===== src/rtl/kmp_match_pe_pkg.sv =====
// Shared definitions for the string-match engine: default sizes and FSM encodings.
package kmp_match_pe_pkg;

  localparam int DEF_MAX_STRING  = 32;
  localparam int DEF_MAX_PATTERN = 8;
  localparam int DEF_CHAR_W      = 8;
  localparam int DEF_STR_AW      = 6;
  localparam int DEF_PAT_AW      = 4;

  typedef enum logic [3:0] {
    IDLE = 4'b0001,
    PRE  = 4'b0010,
    COMP = 4'b0100,
    DONE = 4'b1000
  } kmp_state_t;

endpackage


===== src/rtl/kmp_match_pe_char_sel.sv =====
// Combinational selector: picks str[i], pat[j] and ff[j-1] out of the flat job buses.
module kmp_char_sel
  import kmp_match_pe_pkg::*;
#(
  parameter int MAX_STRING  = DEF_MAX_STRING,
  parameter int MAX_PATTERN = DEF_MAX_PATTERN,
  parameter int CHAR_W      = DEF_CHAR_W,
  parameter int STR_AW      = DEF_STR_AW,
  parameter int PAT_AW      = DEF_PAT_AW
) (
  input  logic [MAX_STRING*CHAR_W-1:0]  str_vec,
  input  logic [MAX_PATTERN*CHAR_W-1:0] pat_vec,
  input  logic [MAX_PATTERN*PAT_AW-1:0] ff_vec,
  input  logic [STR_AW-1:0]             i,
  input  logic [PAT_AW-1:0]             j,
  output logic [CHAR_W-1:0]             str_ch,
  output logic [CHAR_W-1:0]             pat_ch,
  output logic [PAT_AW-1:0]             ff_prev
);

  // Out-of-range indices read as zero; the FSM never consumes them.
  always_comb begin
    str_ch  = '0;
    pat_ch  = '0;
    ff_prev = '0;
    for (int k = 0; k < MAX_STRING; k++)
      if (i == STR_AW'(k)) str_ch = str_vec[k*CHAR_W +: CHAR_W];
    for (int k = 0; k < MAX_PATTERN; k++) begin
      if (j == PAT_AW'(k))     pat_ch  = pat_vec[k*CHAR_W +: CHAR_W];
      if (j == PAT_AW'(k + 1)) ff_prev = ff_vec[k*PAT_AW +: PAT_AW];
    end
  end

endmodule


===== src/rtl/kmp_match_pe.sv =====
// KMP matching processing element: one compare step per cycle over a start range.
// Optional MATCH_COUNT_EN: counts all matches in the range and adds match_cnt.
module kmp_match_pe
  import kmp_match_pe_pkg::*;
#(
  parameter int MAX_STRING  = DEF_MAX_STRING,
  parameter int MAX_PATTERN = DEF_MAX_PATTERN,
  parameter int CHAR_W      = DEF_CHAR_W,
  parameter int STR_AW      = DEF_STR_AW,
  parameter int PAT_AW      = DEF_PAT_AW
) (
  input  logic                          clk,
  input  logic                          reset,
  input  logic [MAX_STRING*CHAR_W-1:0]  str_input,
  input  logic [STR_AW-1:0]             str_len,
  input  logic [MAX_PATTERN*CHAR_W-1:0] pat_input,
  input  logic [PAT_AW-1:0]             pat_len,
  input  logic [MAX_PATTERN*PAT_AW-1:0] ff_result,
  input  logic [STR_AW-1:0]             start_idx,
  input  logic [STR_AW-1:0]             end_idx,
  input  logic                          input_valid,
  output logic                          input_ready,
  output logic                          output_valid,
  input  logic                          out_ready,
`ifdef MATCH_COUNT_EN
  output logic [STR_AW-1:0]             match_cnt,
`endif
  output logic                          match,
  output logic [STR_AW-1:0]             match_idx
);

  kmp_state_t state, state_n;

  logic [MAX_STRING*CHAR_W-1:0]  str_r;
  logic [MAX_PATTERN*CHAR_W-1:0] pat_r;
  logic [MAX_PATTERN*PAT_AW-1:0] ff_r;
  logic [STR_AW-1:0]             str_len_r, start_r, end_r;
  logic [PAT_AW-1:0]             pat_len_r;

  logic [STR_AW-1:0] i, i_n;
  logic [PAT_AW-1:0] j, j_n;
  logic              match_n;
  logic [STR_AW-1:0] match_idx_n;
  logic [CHAR_W-1:0] str_ch, pat_ch;
  logic [PAT_AW-1:0] ff_prev;
  logic [STR_AW-1:0] cur_start;
  logic              job_bad;

`ifdef MATCH_COUNT_EN
  logic [STR_AW-1:0] match_cnt_n;
  logic [PAT_AW-1:0] ff_last;

  always_comb begin
    ff_last = '0;
    for (int k = 0; k < MAX_PATTERN; k++)
      if (pat_len_r == PAT_AW'(k + 1)) ff_last = ff_r[k*PAT_AW +: PAT_AW];
  end
`endif

  kmp_char_sel #(
    .MAX_STRING (MAX_STRING),
    .MAX_PATTERN(MAX_PATTERN),
    .CHAR_W     (CHAR_W),
    .STR_AW     (STR_AW),
    .PAT_AW     (PAT_AW)
  ) u_char_sel (
    .str_vec(str_r),
    .pat_vec(pat_r),
    .ff_vec (ff_r),
    .i      (i),
    .j      (j),
    .str_ch (str_ch),
    .pat_ch (pat_ch),
    .ff_prev(ff_prev)
  );

  assign cur_start    = i - STR_AW'(j);
  assign input_ready  = (state == IDLE);
  assign output_valid = (state == DONE);

  // The length check is one bit wider so start_idx+pat_len cannot wrap.
  assign job_bad = (pat_len_r == '0) ||
                   (pat_len_r > PAT_AW'(MAX_PATTERN)) ||
                   (start_r > end_r) ||
                   (({1'b0, start_r} + (STR_AW+1)'(pat_len_r)) > {1'b0, str_len_r});

  always_comb begin
    state_n     = state;
    i_n         = i;
    j_n         = j;
    match_n     = match;
    match_idx_n = match_idx;
`ifdef MATCH_COUNT_EN
    match_cnt_n = match_cnt;
`endif
    unique case (state)
      IDLE: if (input_valid) state_n = PRE;
      PRE: begin
        i_n         = start_r;
        j_n         = '0;
        match_n     = 1'b0;
        match_idx_n = '0;
`ifdef MATCH_COUNT_EN
        match_cnt_n = '0;
`endif
        state_n     = job_bad ? DONE : COMP;
      end
      COMP: begin
        if ((i >= str_len_r) || (cur_start > end_r)) begin
          state_n = DONE;
        end else if (str_ch == pat_ch) begin
          if (j == pat_len_r - PAT_AW'(1)) begin
`ifdef MATCH_COUNT_EN
            if (match_cnt == '0) match_idx_n = cur_start;
            match_n     = 1'b1;
            match_cnt_n = match_cnt + STR_AW'(1);
            j_n         = ff_last;
            i_n         = i + STR_AW'(1);
`else
            match_n     = 1'b1;
            match_idx_n = cur_start;
            state_n     = DONE;
`endif
          end else begin
            i_n = i + STR_AW'(1);
            j_n = j + PAT_AW'(1);
          end
        end else if (j != '0) begin
          j_n = ff_prev;
        end else begin
          i_n = i + STR_AW'(1);
        end
      end
      DONE: if (out_ready) state_n = IDLE;
      default: state_n = IDLE;
    endcase
  end

  // Job inputs are captured only on acceptance and held for the whole job.
  always_ff @(posedge clk) begin
    if (reset) begin
      state     <= IDLE;
      i         <= '0;
      j         <= '0;
      match     <= 1'b0;
      match_idx <= '0;
      str_r     <= '0;
      pat_r     <= '0;
      ff_r      <= '0;
      str_len_r <= '0;
      pat_len_r <= '0;
      start_r   <= '0;
      end_r     <= '0;
`ifdef MATCH_COUNT_EN
      match_cnt <= '0;
`endif
    end else begin
      state     <= state_n;
      i         <= i_n;
      j         <= j_n;
      match     <= match_n;
      match_idx <= match_idx_n;
`ifdef MATCH_COUNT_EN
      match_cnt <= match_cnt_n;
`endif
      if (state == IDLE && input_valid) begin
        str_r     <= str_input;
        pat_r     <= pat_input;
        ff_r      <= ff_result;
        str_len_r <= str_len;
        pat_len_r <= pat_len;
        start_r   <= start_idx;
        end_r     <= end_idx;
      end
    end
  end

endmodule


===== config.mk =====
export PLATFORM = sky130hd
export DESIGN_NAME = kmp_match_pe
export DESIGN_NICKNAME = d
export VERILOG_FILES = /design/src/rtl/kmp_match_pe_pkg.sv /design/src/rtl/kmp_match_pe_char_sel.sv /design/src/rtl/kmp_match_pe.sv
export SDC_FILE = /design/constraint.sdc
export NUM_CORES = 1
export LEC_CHECK = 0
export BUFFER_PORTS_ARGS = -buffer_cell sky130_fd_sc_hd__buf_2
export CAP_MARGIN = 30
export CORE_ASPECT_RATIO = 0.9
export CORE_UTILIZATION = 30
export CTS_CLUSTER_SIZE = 40
export DETAILED_ROUTE_END_ITERATION = 8
export HOLD_SLACK_MARGIN = 0.05
export PLACE_DENSITY = 0.5
export SETUP_SLACK_MARGIN = 0.2
export SYNTH_ARGS = -nofsm -noshare
export SYNTH_HDL_FRONTEND = slang
export SYNTH_SLANG_ARGS = --single-unit
export TNS_END_PERCENT = 5

===== constraint.sdc =====
create_clock -name clk -period 6.8 [get_ports clk]
set_input_delay 1.36 -clock clk [delete_from_list [all_inputs] [get_ports clk]]
set_output_delay 1.36 -clock clk [all_outputs]
set_load 0.02 [all_outputs]

# After elaboration in Yosys (flattened, before gate mapping)

Cells that the tools add are included.

$lt $le $gt $ge: 5
Reductions and logical operators: 14
Add/subtract/negate cells: 5
Equal/unequal tests: 55
Mux-type cells: 73

Operators by type and width:

| kind                  | count |
|---|---|
| $mux W8               | 40 |
| $eq A6 B5 Y1 const B  | 16 |
| $mux W4               | 18 |
| $eq A6 B4 Y1 const B  | 8 |
| $mux W6               | 7 |
| $eq A6 B3 Y1 const B  | 4 |
| $pmux W6 S2           | 2 |
| $eq A4 B3 Y1 const B  | 5 |
| $pmux W4 S4           | 1 |
| $reduce_and A4 Y1     | 4 |
| $ne A3 B3 Y1 const B  | 5 |
| $eq A4 B2 Y1 const B  | 3 |
| $eq A6 B2 Y1 const B  | 2 |
| $gt A6 B6 Y1          | 2 |
| $eq A4 B1 Y1 const B  | 2 |
| $eq A4 B4 Y1 const B  | 2 |
| $eq A8 B8 Y1          | 1 |
| $logic_not A4 Y1      | 2 |
| $ne A2 B2 Y1 const B  | 4 |
| $pmux W4 S2           | 1 |
| $add A6 B4 Y7         | 1 |
| $gt A7 B6 Y1          | 1 |
| $add A6 B1 Y6 const B | 1 |
| $eq A6 B1 Y1 const B  | 1 |
| 14 further kinds      | 19 |

Output and inout bits: 9
Word-level logic and storage cells: 164
Register bits after elaboration: 395

# Depth between registers and ports, before layout

Word-level depth: 37
Depth in mapped cells: 19

# Modules after synthesis

A second synthesis with hierarchy kept.

Cells, all modules: 2479
Area, all modules: 19013.2 sq um

Modules (own cells, without submodules):

| module       | seq. area each (sq um) | times used | cells each | area an instance (sq um) |
|---|---|---|---|---|
| kmp_match_pe | 7907.6                 | 1          | 1882       | 14944.3 |
| kmp_char_sel | 0.0                    | 1          | 597        | 4068.9 |

# Least setup slack after synthesis

Ideal clock, no wire load.

Kind: register to register
From: register i[1]
To: register j[1]
Path buffers: 2
Arrival time: 3746 ps
Slack: 2995 ps
Library setup time: 59 ps
Cell stages (with the launch flop): 15
Data required time: 6741 ps
Cells stage by stage: dfxtp_1 ha_1 clkbuf_1 clkinv_1 nor2_1 mux2i_1 o211ai_1 o2bb2ai_1 or4_1 a2111oi_2 nand3_2 buf_6 or3b_1 a21oi_1 a31o_1

Cells in the longest elaborated chain, start to end: 37

RTL lines:

| what                   | RTL line                    | text |
|---|---|---|
| from (decl)            | kmp_match_pe.sv:40          | `logic [STR_AW-1:0] i, i_n;` |
| from (signal assigned) | kmp_match_pe.sv:159         | `i <= i_n;` |
| $logic_not A6 Y1       | kmp_match_pe_char_sel.sv:27 | `if (i == STR_AW'(k)) str_ch = str_vec[k*CHAR_W +: CHAR_W];` |
| $mux W8 (32 in series) | kmp_match_pe_char_sel.sv:27 |  |
| $eq A8 B8 Y1           | kmp_match_pe.sv:111         | `end else if (str_ch == pat_ch) begin` |
| $mux W4                | kmp_match_pe.sv:111         |  |
| $mux W4                | kmp_match_pe.sv:109         | `if ((i >= str_len_r) \|\| (cur_start > end_r)) begin` |
| $pmux W4 S2            | kmp_match_pe.sv:96          | `unique case (state)` |
| to (signal assigned)   | kmp_match_pe.sv:160         | `j <= j_n;` |
| to (decl)              | kmp_match_pe.sv:41          | `logic [PAT_AW-1:0] j, j_n;` |

Several ways; a longest one is shown, not always the timed one. The select of a mux whose other input is x is not followed.
A chain may end at the register's enable or synchronous reset.

# Worst setup path after layout

From: register i[0]
To: register match_idx[0]

Cells in the longest elaborated chain, start to end: 36

RTL lines:

| what                               | RTL line                    | text |
|---|---|---|
| $logic_not A6 Y1                   | kmp_match_pe_char_sel.sv:27 |  |
| $mux W8 (32 in series)             | kmp_match_pe_char_sel.sv:27 |  |
| $eq A8 B8 Y1                       | kmp_match_pe.sv:111         |  |
| $ne A2 B2 Y1 (no source line)      | n/a                         |  |
| $reduce_and A4 Y1 (no source line) | n/a                         |  |
| to (signal assigned)               | kmp_match_pe.sv:162         | `match_idx <= match_idx_n;` |
| to (decl)                          | kmp_match_pe.sv:29          | `output logic [STR_AW-1:0] match_idx` |

Several ways; a longest one is shown, not always the timed one. The select of a mux whose other input is x is not followed.

==> results by group <==
STA
  • Setup Skew: 0.0332 ns
  • Setup TNS: 0 ns
  • Highest clock rate: ~0.17 GHz
  • Relative slew slack: 0.226
  • Slew @ Worst Pin: 1.16 ns
  • Final min period: 5.92 ns
  • Setup violators final: 0
  • Unrepaired setup endpoints after global routing: false
  • Final Hold Vio Count: 0
  • Slew Viols, Final: 0
  • Period utilization: 0.870

Route
  • Final wirelength: 80800 um
  • Starting DRT DRC Count: between 1500 and 2000
  • Routed WL per cell: 21.0 um
  • Post-DR vias/cell: ~5.3
  • ANT nets after route: 0
  • DR DRC count: 0
  • Pre-Repair DR Iteration Count: 5
  • DR vias: 20507
  • WL met1: about 39000 um
  • Metal2 WL: 35500 um
  • Met3 WL post-DR: roughly 5400 um
  • DR top layer: met5

Clocking
  • CTS tree: done
  • Clock tree buffer depth: 3
  • Clock latency on the worst-skew pair: 0.61 ns
  • Root Buffer: clkbuf_16
  • Reg clk slew, reported paths: around 0.06 ns
  • Post_cts resized: 0
  • CTS Buf Count: 45
  • Hold-fix buffers at CTS: 0
  • Setup bufs post-CTS: 0
  • TritonCTS Sinks: about 400
  • H-tree depth: 2

Status
  • Outcome: complete, no violations

Placement
  • Placed Cells incl. Taps: approximately 3800
  • Port bufs: around 390
  • Post-DP HPWL: 60700 um
  • Routability cong.: 0.942

Global route
  • Largest net degree at the start of global routing: 206
  • First-pass GRT wire length: 119000 um
  • GRT Overall Usage: 0.232
  • Vias in the first global route: 19242
  • Antenna violations before repair: 5
  • Gr ovfl total: 0

Synth
  • Synth Register Bits: 395
  • Top FF cell, synth: dfxtp_1
  • Synth cell types: 88
  • Mean Syn Cell Area: 7.28 um2
  • Async set or reset register ratio after synthesis: 0
  • Yosys warns: 0
  • Syn Nets: 3134
  • Post-synthesis sequential area ratio: 0.400
  • Syn Inst Count: 2712
  • Post-synth EDFFs: 0
  • Post-Syn Area: 0.0197 mm2

Worst setup path
  • R2r endpoint: match_idx[0]
  • Critical Path Source Type: register
  • CP peak stage delay: 0.77 ns
  • R2R depth: 13
  • Max FO, Critical Path: 55
  • Crit Path Class: register to register
  • Reg2Reg Launch Point: i[0]
  • CP startpoint: i[0]
  • Critical path buffers and inverters: 2
  • Worst setup endpoint: match_idx[0]
  • CP top delay family: compound AO/OA/AOI/OAI gates
  • Arr. time, crit path: 6.41 ns
  • Slowest stage cell, crit path: a21oi_1
  • Reg-to-reg setup timing slack: between 0.8 and 0.9 ns
  • Crit. End Element: register
  • Worst path depth: 13
  • CP cell instances: inv_1 -> ha_4 -> clkinv_1 -> o211a_1 -> a222oi_1 -> or4_1 -> a21oi_1 -> or4_1 -> a2111oi_2 -> nand3_2 -> a21oi_1 -> mux2_2 -> nor2_1
  • Worst Path Required: 7.29 ns

Layout
  • Post-route insts no fill: 3854
  • Area Growth Syn to Fin: 21.0%
  • Final layout net count: ~3400
  • Final Util: 0.370
  • Layout cells sized above 1: 0.181

Die
  • Die width: 272 um
  • DIE AREA: 0.0669 mm2
  • Die Ht: 245 um
  • Initial Util: 0.306
  • Ports: 387
  • Cell Rows: 88
  • CORE AREA: 0.0646 mm2

Pwr
  • Power per cell area: 257 mW/mm2
  • Pleak: 0.00909 uW
  • Worst vdd ir: roughly 160 uV

Hold path
  • Worst min-delay path startpoint: str_r[158]
  • Min-delay worst type: register to register

Job
  • Max-Cap Viols: 0
-- cell type report --
class                           instances  area, um2
Fill cell                            6895      40700
Multi-Input combinational cell       2055      10900
Sequential cell                       395       7910
Timing Repair Buffer                  422       2280
Clock buffer                           63       1320
Tap cell                              855       1070
Clock inverter                         19        292
Inverter                               42        158
Antenna cell                            3       7.51
-- per-layer routing --
layer | global-route usage | up-vias
li1 | - | 9857
met1 | 0.337 | 9872
met2 | 0.357 | 695
met3 | 0.0395 | 81
met4 | 0.0431 | 2
met5 | 0 | -
-- report_power, final --
| group | switching, uW | total [uW] | internal [uW] |
|---|---|---|---|
| clock network | 1060 | 2630 | 1570 |
| registers | 160 | 2650 | 2490 |
| logic | 535 | 853 | 317 |
-- placed cells by master, fill, tap and decap left out, types with 9 or more instances in the layout --
master and count:
a211oi_1 14, a21o_1 15, a21oi_1 480, a221oi_1 15, a22oi_1 19, a31oi_1 14, a32o_1 9, and3_1 14
buf_2 387, buf_4 29, clkbuf_16 45, clkbuf_8 13, dfxtp_1 395, ha_1 38, inv_1 39, mux2i_1 11
nand2_1 877, nand2b_1 27, nand3_1 38, nand3b_1 20, nand4_1 15, nor2_1 64, nor2b_1 24, nor3_1 19
o211ai_1 20, o21a_1 11, o21ai_0 69, o22ai_1 20, o2bb2ai_1 10, o311ai_0 12, or3_1 12, or3b_2 10
xnor2_1 14
-- flip-flops by register name, summed over array words and instances, names as in the netlist, 6 cells and up --
signal	count
match_idx	6
pat_r	64
ff_r	32
str_r	256
i	6
str_len_r	6
end_r	6
start_r	6
-- synth_stat cells, types with 14 or more instances --
library cell  number  area (um2)
nand4_1           15        93.8
nor3_1            19        95.1
clkbuf_1         185         694
nor2b_1           24         150
nand2b_1          27         169
o211ai_1          20         150
a21oi_1          480        2400
a21o_1            15         113
o22ai_1           20         125
buf_2             20         100
a211oi_1          14         105
o21ai_0           69         345
xnor2_1           14         123
nand3_1           38         190
nand2_1          878        3300
a221oi_1          15         131
dfxtp_1          395        7910
nand3b_1          20         150
and3_1            14        87.6
a31oi_1           14        87.6
nor2_1            64         240
inv_1             39         146
ha_1              42         526
a22oi_1           19         143
-- worst min path at each step --
stage / endpoint / slack (ns) / cells past startpoint
final: str_r[158] / 0.45 / 2
after global routing: ff_r[24] / 0.47 / 2
after CTS: ff_r[24] / 0.45 / 2
after detailed placement: ff_r[24] / 0.44 / 2
after global placement: ff_r[24] / 0.44 / 2
after floorplan: ff_r[10] / 0.43 / 2
-- logic make-up after synthesis --
| family | after synthesis | synth area share |
|---|---|---|
| XOR/XNOR | 18 | 0.00798 |
| AND/OR/NAND/NOR | 1192 | 0.266 |
| flip-flops | 395 | 0.400 |
| multiplexers | 14 | 0.00729 |
| AO/OA/AOI/OAI | 787 | 0.238 |
| adder cells (fa/ha/maj) | 44 | 0.0286 |
| buffers and inverters | 262 | 0.0520 |
-- worst min-delay path, delay by kind of cell, from the launching register on --
family          cells  cell delay (ns)
compound gates      1             0.05
flops               1             0.31
simple gates        1             0.05
-- stage by stage --
step           cell area (um2)  setup slack [ns]  power (uW)  hold slack, ns
2_1_floorplan            19700              3.00        3170           0.431
3_3_place_gp             22200              1.22        3540           0.444
3_5_place_dp             22300              1.06        3550           0.441
4_1_cts                  23900             0.996        6190           0.450
5_1_grt                  23900             0.490        6400           0.467
6_report                 23900             0.883        6130           0.454
Power figures use the tool's default switching activity.
